==> src/rtl/pri_pkg.sv <==
// Shared types and helpers for the priority grant path.
// Holds the FSM encoding, one-hot helper and counter sizing.
package pri_pkg;

   typedef enum logic [1:0] {
      IDLE,
      GRANT,
      GAP
   } state_t;

   localparam int TIMEOUT_DEF = 16;
   localparam int CNT_W_DEF = $clog2(TIMEOUT_DEF);

   function automatic int cnt_width(input int t);
      cnt_width = $clog2(t);
   endfunction

   // Codes outside the line range give an all-zero vector.
   function automatic logic [31:0] onehot(
      input logic [31:0] code,
      input int n
   );
      logic [31:0] v;
      v = '0;
      if (code < 32'(n))
         v[code[4:0]] = 1'b1;
      onehot = v;
   endfunction

endpackage

==> src/rtl/pri_pending_buf.sv <==
// One-entry holding register for the next code.
// load fills the slot, take empties it.
import pri_pkg::*;

module pri_pending_buf #(
   parameter int W = 2
) (
   input  logic         clk,
   input  logic         rst,
   input  logic         load,
   input  logic         take,
   input  logic [W-1:0] din,
   output logic         valid,
   output logic [W-1:0] data
);

   always_ff @(posedge clk) begin
      if (rst) begin
         valid <= 1'b0;
         data  <= '0;
      end else if (load) begin
         valid <= 1'b1;
         data  <= din;
      end else if (take) begin
         valid <= 1'b0;
      end
   end

endmodule

==> src/rtl/pri_decoder_grant.sv <==
// Turns encoder codes into a held, registered one-hot grant.
// A grant ends on ack or timeout and is always followed by one idle gap.
import pri_pkg::*;

module pri_decoder_grant #(
   parameter int N       = 4,
   parameter int W       = 2,
   parameter int TIMEOUT = 16
) (
   input  logic         clk,
   input  logic         rst,
   input  logic         in_valid,
   input  logic [W-1:0] in_code,
   output logic         in_ready,
   output logic [N-1:0] grant,
   input  logic         ack,
   output logic         busy,
   output logic         timeout,
   output logic         bad_code
);

   localparam int CW = cnt_width(TIMEOUT);

   state_t         state;
   logic [CW-1:0]  cnt;
   logic [W-1:0]   code;
   logic           pvalid;
   logic [W-1:0]   pcode;
   logic           xfer;
   logic           good;
   logic           load;
   logic           take;

   assign in_ready = !pvalid & !rst;
   assign xfer     = in_valid & in_ready;
   assign good     = xfer & (32'(in_code) < 32'(N));
   assign load     = good & (state == GRANT);
   assign take     = (state == GAP) & pvalid;
   assign busy     = (state != IDLE) | pvalid;

   pri_pending_buf #(
      .W(W)
   ) u_pend (
      .clk  (clk),
      .rst  (rst),
      .load (load),
      .take (take),
      .din  (in_code),
      .valid(pvalid),
      .data (pcode)
   );

   always_ff @(posedge clk) begin
      if (rst) begin
         state    <= IDLE;
         cnt      <= '0;
         code     <= '0;
         grant    <= '0;
         timeout  <= 1'b0;
         bad_code <= 1'b0;
      end else begin
         timeout  <= 1'b0;
         bad_code <= xfer & ~good;
         unique case (state)
            IDLE: begin
               if (good) begin
                  code  <= in_code;
                  cnt   <= '0;
                  grant <= N'(onehot(32'(in_code), N));
                  state <= GRANT;
               end
            end
            GRANT: begin
               // ack beats a timeout landing on the same cycle
               if (ack || cnt == CW'(TIMEOUT - 1)) begin
                  timeout <= ~ack;
                  grant   <= '0;
                  state   <= GAP;
               end else begin
                  cnt   <= cnt + CW'(1);
                  grant <= N'(onehot(32'(code), N));
               end
            end
            GAP: begin
               if (pvalid) begin
                  code  <= pcode;
                  cnt   <= '0;
                  grant <= N'(onehot(32'(pcode), N));
                  state <= GRANT;
               end else if (good) begin
                  code  <= in_code;
                  cnt   <= '0;
                  grant <= N'(onehot(32'(in_code), N));
                  state <= GRANT;
               end else begin
                  state <= IDLE;
               end
            end
            default: state <= IDLE;
         endcase
      end
   end

endmodule

==> config.mk <==
export PLATFORM = sky130hd
export DESIGN_NAME = pri_decoder_grant
export DESIGN_NICKNAME = d
export VERILOG_FILES = /design/src/rtl/pri_pkg.sv /design/src/rtl/pri_pending_buf.sv /design/src/rtl/pri_decoder_grant.sv
export SDC_FILE = /design/constraint.sdc
export NUM_CORES = 1
export LEC_CHECK = 0
export BUFFER_PORTS_ARGS = -buffer_cell sky130_fd_sc_hd__buf_2
export CORE_MARGIN = 2
export CORE_UTILIZATION = 30
export DETAILED_ROUTE_END_ITERATION = 16
export SKIP_CTS_REPAIR_TIMING = 1
export SYNTH_ARGS = -nofsm -noshare
export SYNTH_HDL_FRONTEND = slang
export SYNTH_SLANG_ARGS = --single-unit
export TNS_END_PERCENT = 100
==> constraint.sdc <==
create_clock -name clk -period 3.1 [get_ports clk]
set_clock_uncertainty 0.15 [all_clocks]
set_input_delay 0.62 -clock clk [delete_from_list [all_inputs] [get_ports clk]]
set_output_delay 0.62 -clock clk [all_outputs]
set_load 0.02 [all_outputs]
==> results of run 1 <==
registers in the layout (all words and copies together), names as in the netlist:
| signal | cells |
|---|---|
| cnt | 4 |
| grant | 4 |
| code | 2 |
| state | 2 |
| u_pend.data | 2 |
| timeout | 1 |
| u_pend.valid | 1 |
cells in the final DEF, fill, tap and decap left out, drive strengths merged, types with 3 or more instances in the layout:
master / synthesis / final
and2: 3 / 3
nand2: 10 / 10
a21oi: 9 / 9
nand3: 8 / 8
nor2: 14 / 14
nor2b: 4 / 4
nand2b: 4 / 4
nor3: 4 / 4
ha: 5 / 5
clkbuf: 4 / 4
a31oi: 6 / 6
dfxtp: 16 / 16
and3: 3 / 3
buf: 2 / 12
inv: 7 / 7
o21ai: 7 / 7
how the worst min path moves through the flow:
stage / start / to / slack, ps
2_1_floorplan: u_pend.data[0]$_SDFFE_PP0P_ / u_pend.data[0]$_SDFFE_PP0P_ / 330
3_3_place_gp: grant[0]$_SDFFE_PP0P_ / grant[0]$_SDFFE_PP0P_ / 340
3_5_place_dp: grant[2]$_SDFFE_PP0P_ / grant[2]$_SDFFE_PP0P_ / 340
4_1_cts: grant[2]$_SDFFE_PP0P_ / grant[2]$_SDFFE_PP0P_ / 350
5_1_grt: u_pend.data[0]$_SDFFE_PP0P_ / u_pend.data[0]$_SDFFE_PP0P_ / 380
6_report: grant[2]$_SDFFE_PP0P_ / grant[2]$_SDFFE_PP0P_ / 340
synthesized netlist by cell type:
cell type / count
o21ai_1: 4
and3_1: 3
a31oi_1: 6
nor3b_1: 1
dfxtp_1: 16
buf_4: 1
o21ai_0: 3
or3b_4: 1
and3b_1: 1
a32oi_1: 1
nand4b_1: 1
conb_1: 1
o22a_1: 1
a2111oi_2: 1
clkbuf_1: 4
nand3_1: 8
nor4_2: 1
a311oi_1: 1
mux2_2: 2
nor3b_2: 1
ha_1: 5
nor4b_2: 1
nor2_1: 14
nand4_1: 1
nor3_2: 2
nand2_1: 10
nor4b_1: 1
o31a_1: 1
and2_1: 2
buf_6: 1
and2_0: 1
a32oi_2: 1
a21oi_2: 1
nor2b_1: 4
inv_1: 7
mux2i_1: 1
a22o_1: 1
nor3_1: 2
a21oi_1: 8
nand2b_1: 4
a21o_1: 1
per-layer routing:
layer | GRT usage | part of all wire
met2 | 0.197 | 0.47
met3 | 0.0288 | 0.052
met5 | 0 | 0
met1 | 0.152 | 0.45
met4 | 0.0583 | 0.019
tightest hold or removal path, stage by stage, from the launching register on:
cell,delay (ps)
dfxtp_1,330
nand2_1,60
a31oi_1,60
layout make-up:
| cell class | count | share of cell area |
|---|---|---|
| clock buffer | 4 | 0.0318 |
| inverter | 7 | 0.0230 |
| sequential | 16 | 0.280 |
| tap | 46 | 0.0504 |
| timing repair buffer | 12 | 0.0526 |
| multi-input combinational | 98 | 0.562 |
through the flow:
stage / setup slack [ps] / instance area (µm²) / instances / hold WS [ps] / utilization
floorplan: 1220 / 1020 / 127 / 325 / -
global placement: 982 / 1110 / 179 / 336 / 0.334
finish: 1020 / 1140 / 183 / 342 / 0.345
CTS: 1000 / 1140 / 183 / 351 / 0.345
global route: 862 / 1140 / 183 / 382 / 0.345
detailed placement: 931 / 1110 / 179 / 337 / 0.334
power groups by stage:
stage	Combinational (mW)	Clock, mW	Sequential [mW]
floorplan	0.249	0	0.267
global placement	0.321	0	0.262
detailed placement	0.325	0	0.266
CTS	0.328	0.143	0.261
global route	0.364	0.157	0.268
finish	0.326	0.139	0.261
logic make-up after synthesis:
group	Yosys count	synth area share
buf+inv	13	0.0588
mux	3	0.0318
compound gates	30	0.200
fa+ha+maj	5	0.0612
flops	16	0.313
simple gates	59	0.332
other cells	1	0.00367
==> results_dict.tcl, run 1 <==
set metrics [dict create \
    ys_warn_count 0 \
    cts-root-buf "clkbuf_4" \
    cts_tree "done" \
    crit_family "flip-flops" \
    clkSinkCount 16 \
    p_clk_frac 0.191 \
    fp.dieW_um 62.4 \
    grt_usage 0.121 \
    nets 149 \
    regArea_um2 320 \
    overflow 0 \
    cts_max_level 1 \
    synth_cell_types 41 \
    path_clk_slew_ps 100 \
    setup_viol 0 \
    worstPathCellList "inv_1 -> ha_1 -> nand2b_1 -> buf_2" \
    place_hpwl_um 1720 \
    worst_path_max_delay_cell "dfxtp_1" \
    drt_first_pass_iters 4 \
    place.gp.congestion 0.861 \
    drv_cap 0 \
    r2r_start "state[0]$_SDFFE_PP0P_" \
    setup.worst_path.end "busy" \
    period_share 0.670 \
    num_rows 21 \
    ys_seq_area_frac 0.313 \
    rr_worst_depth 6 \
    timing.critical_path.buf_inv 2 \
    p_seq_frac 0.360 \
    grt_pass1_wl_um 3800 \
    diodes 0 \
    die_y_um 62.4 \
    end_kind "primary output" \
    viasPerCell 5.13 \
    io_buffers 12 \
    crit_path_start "state[0]$_SDFFE_PP0P_" \
    netSwitchingFraction 0.408 \
    rsz0062_at_grt "no" \
    worstSkewPairLatency_ps 290 \
    clockBufferDepth 2 \
    ant_nets 0 \
    p_int_mw 0.430 \
    core_area_mm2 0.00331 \
    path_max_fanout 7 \
    status "finished, final reports clean" \
    r2r_slack_ps 1140 \
    synthTopCellsByArea "dfxtp_1 (31%), ha_1 (6.1%), nor2_1 (5.1%)" \
    cp-start-kind "flip-flop" \
    synthCells 127 \
    post-route-min-period_ps 2080 \
    initial_core_util 0.309 \
    first_global_vias 872 \
    total_power_mw 0.726 \
    slew_violations 0 \
    vias 939 \
    worst_ep_arrival_time_ps 1310 \
    max_freq_mhz 481 \
    synth.ff_latch_count 16 \
    slowest_delay_ps 380 \
    hold_viol 0 \
    power_per_cell_area_mw_per_mm2 636 \
    ir_drop_uv 205 \
    reg2reg_to "grant[2]$_SDFFE_PP0P_" \
    hold_class "flip-flop to flip-flop" \
    drc 0 \
    yosysTopAreaCell "dfxtp_1" \
    multi_input_area_um2 642 \
    p_comb_frac 0.449 \
    antenna_found_initial 0 \
    wirelength_um 2240 \
    synth_top_area_frac 0.313 \
    grt_max_degree 16 \
    path_class "flip-flop to primary output" \
    num_io_pins 14 \
    dieArea_mm2 0.00389 \
    path_depth 4 \
    worstPathRequired_ps 2330 \
    synth_area_mm2 0.00102 \
    switchingPower_mw 0.296 \
    avgSynthCellArea_um2 8.05 \
    tns_ps 0 \
    cts_made_buffers 3 \
    wl_per_cell_um 12.3 \
    synth.net_count 138 \
    p_leak_nw 0.455 \
    holdPathStages 2 \
    area_growth_syn_to_layout_pct 11.8 \
    drive_gt1_frac 0.197 \
    nFillCells 375 \
    drt_iter0_markers 43 \
]
(Power assumes the default switching activity.)
==> inputs of run 2 (changes only) <==
Settings changed: ABC_AREA set to 1.
Clock period 3.1 ns to 1.8 ns, I/O delays scaled along.
==> run 2 against run 1 <==
Against the previous run:
- sequential power increased by 72%
- final cell count increased by 15%
- worst setup slack got worse by 920 ps
- sequential cell count unchanged
- combinational power increased by 85%
- global-route usage increased by 0.090 points
- clock-buffer cell count unchanged
- sequential share of layout area decreased by 0.41 points
- largest power group unchanged
- highest routed layer unchanged
==> results_dict.tcl, run 2 <==
set metrics [dict create \
    status "finished, final reports clean" \
    regArea_um2 322 \
    p_comb_frac 0.463 \
    avgSynthCellArea_um2 6.79 \
    clkSinkCount 16 \
    clockBufferDepth 2 \
    synthTopCellsByArea "dfxtp_1 (31%), nand2_1 (14%), a21oi_1 (7.9%)" \
    synth.ff_latch_count 16 \
    period_share 0.941 \
    holdWs_ps 78.2 \
    path_class "flip-flop to primary output" \
    drive_gt1_frac 0.226 \
    p_leak_nw 0.546 \
    dieArea_mm2 0.00388 \
    p_clk_frac 0.192 \
    viasPerCell 4.56 \
    drt_iter0_markers 27 \
    yosysTopAreaCell "dfxtp_1" \
    slew_violations 0 \
    ir_drop_uv 697 \
    multi_input_area_um2 592 \
    path_max_fanout 4 \
    yosysMostFrequentCell "nand2_1" \
    place.gp.congestion 0.795 \
    drt_first_pass_iters 4 \
    vias 957 \
    worstPathRequired_ps 1290 \
    ys_warn_count 0 \
    layout_commonest_cell "nand2_1" \
    final_cell_mix "nand2_1 (38), inv_1 (18), a21oi_1 (16)" \
    nFillCells 368 \
    initial_core_util 0.308 \
    die_y_um 62.3 \
    cts_tree "done" \
    switchingPower_mw 0.571 \
    cp-start-kind "flip-flop" \
    power_per_cell_area_mw_per_mm2 1120 \
    synth_area_mm2 0.00102 \
    rsz0062_at_grt "no" \
    core_area_mm2 0.00331 \
    fp.dieW_um 62.3 \
    grt_usage 0.122 \
    synthCells 150 \
    path_clk_slew_ps 100 \
    synth.net_count 161 \
    setup_viol 0 \
    yosys-top-cells-count "nand2_1 (38), inv_1 (18), a21oi_1 (16), dfxtp_1 (16), o21ai_0 (10)" \
    wirelength_um 2220 \
    grt_max_degree 11 \
    area_growth_syn_to_layout_pct 14.3 \
    overflow 0 \
    reg.largest.list "cnt x4, grant x4" \
    ys_async_sr_fraction 0 \
    synth_cell_types 28 \
    cts_made_buffers 3 \
    netSwitchingFraction 0.438 \
    hold_viol 0 \
    diodes 0 \
    p_int_mw 0.731 \
    synth_flop_cell "dfxtp_1" \
    num_rows 21 \
    ant_nets 0 \
    io_buffers 12 \
    nets 176 \
    num_io_pins 14 \
    ys_seq_area_frac 0.314 \
    dp_worst_setup_slack_ps 217 \
    synth_edf_count 0 \
    first_global_vias 891 \
    p_seq_frac 0.345 \
    tns_ps 0 \
    cts-root-buf "clkbuf_4" \
    synth_top_area_frac 0.314 \
    hold_class "input pin to flip-flop" \
    post-route-min-period_ps 1690 \
    worst_ep_arrival_time_ps 1180 \
    antenna_found_initial 0 \
    drv_cap 0 \
    end_kind "primary output" \
    worstSkewPairLatency_ps 300 \
    drc 0 \
    wl_per_cell_um 10.6 \
    place_hpwl_um 1700 \
    fin_ws_ps 107 \
    cts_max_level 1 \
    max_freq_mhz 591 \
    grt_pass1_wl_um 3840 \
]
[run 2: cell count changes in the layout (fill, tap and decap cells not counted), sizes merged, moves of 4 or more]
cell,before,now
a21oi,9,17
a31oi,6,1
inv,7,22
nand2,10,43
nand2b,4,0
nor2,14,8
nor2b,4,0
o21ai,7,14
[run 2: worst paths after layout]
check	from	end	slack, ps	depth (start not counted)
worst max-delay path	state[1]$_SDFFE_PP0P_	busy	110	4
worst min-delay path	ack	timeout$_SDFF_PP0_	80	2
worst max register to register	state[0]$_SDFFE_PP0P_	grant[1]$_SDFFE_PP0P_	190	10
worst min register to register	grant[3]$_SDFFE_PP0P_	grant[3]$_SDFFE_PP0P_	330	2
[run 2: cells by family (layout without fill, tap and decap cells)]
| group | Yosys count | count (layout) | synth area share |
|---|---|---|---|
| adder cells (fa/ha/maj) | 5 | 5 | 0.0614 |
| flip-flops | 16 | 16 | 0.314 |
| AND/OR/NAND/NOR | 67 | 67 | 0.318 |
| AO/OA/AOI/OAI | 35 | 35 | 0.198 |
| other | 1 | 1 | 0.00368 |
| buffers and inverters | 26 | 40 | 0.104 |
[run 2: layer usage]
layer | part of all wire | wire length [µm] | track usage
met3 | 0.050 | 111 | 0.0435
met5 | 0 | 0 | 0
met2 | 0.44 | 984 | 0.193
met1 | 0.50 | 1110 | 0.154
met4 | 0.0067 | 15 | 0.0444
[run 2: cell type report]
| type | instances | share of cell area |
|---|---|---|
| Clock buffer | 4 | 0.0312 |
| Inverter | 23 | 0.0763 |
| Multi-Input combinational cell | 108 | 0.509 |
| Sequential cell | 16 | 0.276 |
| Tap cell | 46 | 0.0495 |
| Timing Repair Buffer | 13 | 0.0581 |
[run 2: worst max-delay path, cell delays in order, from the launching register on]
cell and delay [ps]:
dfxtp_1 390, inv_1 70, ha_1 190, nand2_1 70
buf_2 160
[run 2: power groups by stage]
stage | registers, mW | logic, mW | clock network [mW]
2_1_floorplan | 0.465 | 0.440 | 0
3_3_place_gp | 0.454 | 0.607 | 0
3_5_place_dp | 0.455 | 0.602 | 0
4_1_cts | 0.447 | 0.605 | 0.255
5_1_grt | 0.458 | 0.682 | 0.270
6_report | 0.449 | 0.603 | 0.250
[run 2: through the flow]
stage | utilization | power [mW] | area, µm² | cells
after floorplan | - | 0.905 | 1020 | 150
after global placement | 0.340 | 1.06 | 1130 | 206
after detailed placement | 0.340 | 1.06 | 1130 | 206
after CTS | 0.351 | 1.31 | 1160 | 210
after global routing | 0.351 | 1.41 | 1160 | 210
final | 0.351 | 1.30 | 1160 | 210
